File: config.mk
export PLATFORM = sky130hd
export DESIGN_NAME = bus_ctrl_sequencer
export DESIGN_NICKNAME = d
export VERILOG_FILES = /design/src/rtl/bus_ctrl_sequencer.sv
export SDC_FILE = /design/constraint.sdc
export NUM_CORES = 1
export LEC_CHECK = 0
export CAP_MARGIN = 25
export CORE_MARGIN = 4
export CORE_UTILIZATION = 28
export CTS_CLUSTER_SIZE = 20
export DETAILED_ROUTE_END_ITERATION = 12
export GPL_TIMING_DRIVEN = 0
export PLACE_DENSITY = 0.81
export SLEW_MARGIN = 10
export SYNTH_ARGS = -nofsm -noshare
export SYNTH_HDL_FRONTEND = slang
export SYNTH_SLANG_ARGS = --single-unit
File: constraint.sdc
create_clock -name clock -period 3.6 [get_ports clock]
set_input_delay 0.9 -clock clock [delete_from_list [all_inputs] [get_ports clock]]
set_output_delay 0.9 -clock clock [all_outputs]
set_load 0.005 [all_outputs]
File: src/rtl/bus_ctrl_sequencer.sv
// bus_ctrl_sequencer: cycle-stepped control unit for the datapath bus.
// Fetches one instruction (T0..T2) and then, for three-register ALU ops
// (opcode 0-11), immediate ALU ops (12-14) and ldi (15), drives the execute
// strobes (T3..T5). Opcodes above 15 take a single ILL cycle instead.
//
// Ports:
//   clock, clear_n        - clock (rising edge), asynchronous active-low clear
//   start                 - run one instruction; only looked at in IDLE
//   mem_ready             - memory read data valid this cycle
//   ir[31:0]              - opcode [31:27], Ra [26:23], Rb [22:19], Rc [18:15]
//   R_out, R_in [15:0]    - one-hot register drive / load strobes
//   PCout .. BAout        - single-bit datapath strobes
//   alu_op[4:0]           - ALU operation, meaningful only with Zin
//   busy, done, illegal   - status: T0..T5 / completion pulse / bad opcode pulse
module bus_ctrl_sequencer (
  input  logic        clock,
  input  logic        clear_n,
  input  logic        start,
  input  logic        mem_ready,
  input  logic [31:0] ir,
  output logic [15:0] R_out,
  output logic [15:0] R_in,
  output logic        PCout,
  output logic        PCin,
  output logic        IncPC,
  output logic        MARin,
  output logic        MDRin,
  output logic        MDRout,
  output logic        Read,
  output logic        IRin,
  output logic        Yin,
  output logic        Zin,
  output logic        Zlowout,
  output logic        Cout,
  output logic        BAout,
  output logic [4:0]  alu_op,
  output logic        busy,
  output logic        done,
  output logic        illegal
);

  typedef enum logic [2:0] {
    StIdle, StT0, StT1, StT2, StT3, StT4, StT5, StIll
  } state_e;

  state_e state_q, state_d;

  logic [4:0] opcode;
  logic [3:0] ra, rb, rc;
  logic       unused_ir;

  assign opcode    = ir[31:27];
  assign ra        = ir[26:23];
  assign rb        = ir[22:19];
  assign rc        = ir[18:15];
  // The constant field C is consumed by the datapath, not by this sequencer.
  assign unused_ir = ^ir[14:0];

  always_ff @(posedge clock or negedge clear_n) begin
    if (!clear_n) begin
      state_q <= StIdle;
    end else begin
      state_q <= state_d;
    end
  end

  always_comb begin
    state_d = state_q;
    unique case (state_q)
      StIdle:  if (start) state_d = StT0;
      StT0:    state_d = StT1;
      StT1:    if (mem_ready) state_d = StT2;
      StT2:    state_d = (opcode <= 5'd15) ? StT3 : StIll;
      StT3:    state_d = StT4;
      StT4:    state_d = StT5;
      StT5:    state_d = StIdle;
      StIll:   state_d = StIdle;
      default: state_d = StIdle;
    endcase
  end

  // IDLE decodes to all-zero, so the asynchronous clear zeroes every output.
  always_comb begin
    R_out   = '0;
    R_in    = '0;
    PCout   = 1'b0;
    PCin    = 1'b0;
    IncPC   = 1'b0;
    MARin   = 1'b0;
    MDRin   = 1'b0;
    MDRout  = 1'b0;
    Read    = 1'b0;
    IRin    = 1'b0;
    Yin     = 1'b0;
    Zin     = 1'b0;
    Zlowout = 1'b0;
    Cout    = 1'b0;
    BAout   = 1'b0;
    alu_op  = 5'd0;
    busy    = 1'b0;
    done    = 1'b0;
    illegal = 1'b0;
    unique case (state_q)
      StT0: begin
        busy  = 1'b1;
        PCout = 1'b1;
        MARin = 1'b1;
        IncPC = 1'b1;
        Zin   = 1'b1;
      end
      StT1: begin
        // PC and MDR load only on the data-valid cycle, so PC advances once.
        busy    = 1'b1;
        Zlowout = 1'b1;
        Read    = 1'b1;
        PCin    = mem_ready;
        MDRin   = mem_ready;
      end
      StT2: begin
        busy   = 1'b1;
        MDRout = 1'b1;
        IRin   = 1'b1;
      end
      StT3: begin
        busy  = 1'b1;
        R_out = 16'h0001 << rb;
        Yin   = 1'b1;
        // ldi relies on Rb=0 turning the bus into a constant zero.
        BAout = (opcode == 5'd15);
      end
      StT4: begin
        busy = 1'b1;
        Zin  = 1'b1;
        if (opcode <= 5'd11) begin
          R_out  = 16'h0001 << rc;
          alu_op = opcode;
        end else begin
          Cout = 1'b1;
          unique case (opcode)
            5'd13:   alu_op = 5'd2;
            5'd14:   alu_op = 5'd3;
            default: alu_op = 5'd0;  // addi and ldi both add
          endcase
        end
      end
      StT5: begin
        busy    = 1'b1;
        Zlowout = 1'b1;
        R_in    = 16'h0001 << ra;
        done    = 1'b1;
      end
      StIll: begin
        illegal = 1'b1;
      end
      default: ;
    endcase
  end

endmodule

==> impl_metrics.py <==
metrics = {
    "run_status": {
        "status": "finished, final reports clean",
    },
    "grt": {
        "antenna_found_initial": 0,
        "grt-ovfl-total": 0,
        "grt_util_all_layers": 0.157,
        "grt_pass1_vias": 1006,
        "grt_max_degree": 11,
        "grt_pass1_wl_um": 4410,
    },
    "placed_design": {
        "dp_worst_setup_slack_ns": -0.232,
        "hpwl_um": 2360,
        "place_area_um2": 1480,
        "finalWeightedCongestion": 0.831,
        "dpl.cell_count": 211,
        "portBuffers": 71,
    },
    "layout": {
        "drive_gt1_frac": 0.113,
        "regMostFlops": "state_q",
        "post-route-util": 0.613,
        "register_area_um2": 75.1,
        "area_growth_pct": 109,
        "final_cell_area_um2": 1520,
        "fin_cells": 216,
        "nFillCells": 234,
        "antenna_cells": 0,
        "multi_input_area_um2": 588,
        "nNetsFinal": 223,
        "reg_top3": "state_q (3)",
        "largest_reg_flops": 3,
    },
    "critical_path": {
        "r2r_slack_ns": 2.48,
        "criticalPathCategory": "input port to output pin",
        "crit_arrival_ns": 2.65,
        "reg2reg_from": "state_q[0]",
        "worstPathRequired_ns": 2.70,
        "r2r-end": "state_q[2]",
        "worstRegToRegCells": 4,
        "cp-end-kind": "output pin",
        "path_max_fanout": 4,
        "crit_path_start_kind": "input port",
    },
    "power": {
        "power_density_nw_per_um2": 345,
        "ir_drop_mv": 0.418,
        "power.leakage_nw": 0.552,
    },
    "sta": {
        "max_freq_mhz": 282,
        "post-route-period-util": 0.986,
        "layout_min_cycle_time_ns": 3.55,
        "slew_violations": 0,
        "setup_viol": 0,
        "hold-worst-slack_ns": 0.665,
        "rsz0062_at_grt": "no",
        "fin_skew_ns": 0.000551,
        "hold_violations": 0,
        "worst_slack_ns": 0.0486,
    },
    "die": {
        "rows": 18,
        "dieWidth_um": 59.0,
        "initial_utilization": 0.293,
        "coreArea_um2": 2480,
        "ios": 89,
        "die_area_um2": 3480,
        "die_y_um": 59.0,
    },
    "synthesis": {
        "ys_ff_latch": 3,
        "synth-main-ff-cell": "dfrtp_1",
        "synth_fp_nets": 146,
        "synth.top_cell.area_share": 0.103,
        "synth_area_leader_cell": "dfrtp_1",
        "synth-edff-count": 0,
        "ys_warn_count": 0,
        "async_flop_share": 1.00,
        "synth_cell_types": 35,
        "ys_seq_area_frac": 0.103,
        "syn_inst": 110,
        "synthTopCellsByArea": "dfrtp_1 (10%), nor2_1 (10%), o32ai_1 (9.6%)",
        "synth_area_um2": 727,
        "syn_avg_cell_area_um2": 6.61,
    },
    "route": {
        "via_count": 1132,
        "drt_drc_violations_left": 0,
        "ant_nets": 0,
        "first_pass_iters": 4,
        "vias_per_cell": 5.24,
        "totalWireLength_um": 2810,
        "drtIter0Drc": 49,
        "wl_per_cell_um": 13.0,
    },
    "cts": {
        "root_buffer": "clkbuf_4",
        "clk_latency_ns": 0.23,
        "cts_tree": "yes",
        "cts_hold_buf": 0,
        "cts_buffers": 3,
        "cts_buffer_depth": 2,
        "cts_sinks": 3,
        "h-tree-depth": 1,
        "clkSlewWorstSetupHoldPaths_ns": 0.04,
    },
    "hold_path": {
        "min_to": "state_q[2]",
        "hp-class": "flip-flop to flip-flop",
        "min_from": "state_q[2]",
        "hold-path-cell-count": 2,
    },
    "flow_run": {
        "cap_viol_max_count": 0,
    },
}
[area by class of cell]
type	count	share of cell area
Multi-Input combinational cell	93	0.387
Clock buffer	4	0.0173
Tap cell	30	0.0247
Inverter	4	0.00988
Timing Repair Buffer	72	0.470
Sequential cell	3	0.0494
Buffer	10	0.0420
[worst max-delay path by stage]
stage | startpoint | to | slack [ns]
floorplan | ir[30] | R_out[3] | 0.94
global placement | ir[30] | R_out[3] | -0.16
detailed placement | ir[30] | R_out[1] | -0.23
CTS | ir[22] | R_out[2] | 0.01
global route | ir[18] | R_out[2] | 0.01
finish | ir[18] | R_out[0] | 0.05
[layer usage]
metal  global-route usage  routed length (µm)  vias to the layer above
met4               0.0259                   6                        0
met2                0.281                1390                       59
met5                    0                   0                        -
li1                     -                   -                      555
met1                0.187                1110                      516
met3               0.0439                 298                        2
[cells by family (layout without fill, tap and decap cells)]
group           count (synthesis)  count (layout)  share of synthesized area
mux                             1               1                     0.0138
buf+inv                        14              90                      0.108
xor+xnor                        1               1                     0.0121
simple gates                   67              67                      0.523
other cells                     1               1                    0.00516
compound gates                 23              23                      0.234
flops                           3               3                      0.103
[report_power, final]
| group | switching (mW) | total [mW] | internal (mW) |
|---|---|---|---|
| clock | 0.0168 | 0.0583 | 0.0415 |
| combinational | 0.173 | 0.401 | 0.228 |
| sequential | 0.0140 | 0.0640 | 0.0500 |
[worst max-delay path: stages]
cell and delay, ns:
clkdlybuf4s50_1 0.45, or4b_4 0.60, o22ai_2 0.18, clkdlybuf4s50_1 0.52
[repair_timing]
action                                  CTS  global route
endpoints found under the setup margin    4             4
pin swaps                                 1             0
setup buffers                             1             0
resized for setup                         4             2
[placed cells by master, fill, tap and decap left out, types with 4 or more instances in the layout]
cell | synthesis | routed
buf_4 | 6 | 7
o22ai_1 | 7 | 7
nand2b_1 | 8 | 8
clkdlybuf4s50_1 | 0 | 67
nand3_1 | 4 | 4
nor2_1 | 20 | 20
inv_1 | 4 | 4
nor3_1 | 5 | 5
nand2_1 | 9 | 9
dlygate4sd2_1 | 0 | 4
o32ai_1 | 8 | 8
[stage by stage]
stage               power [mW]  TNS [ns]
floorplan                0.257         0
global placement         0.447    -0.622
detailed placement       0.458    -0.838
CTS                      0.522         0
global route             0.570         0
finish                   0.524         0
[synthesized netlist by cell type, types with 2 or more instances]
master / instances
and3b_1: 2
or3_1: 2
nand2b_1: 8
nor2_1: 20
nand4b_1: 2
o22ai_1: 7
buf_4: 6
dfrtp_1: 3
a21oi_1: 2
nor3_1: 5
nand3b_1: 2
buf_2: 3
nor3b_1: 2
a21o_1: 2
o21ai_0: 2
o32ai_1: 8
nand2_1: 9
nand3_1: 4
inv_1: 4
nor4b_1: 2
Note: power is estimated with default switching activity, not from simulation.
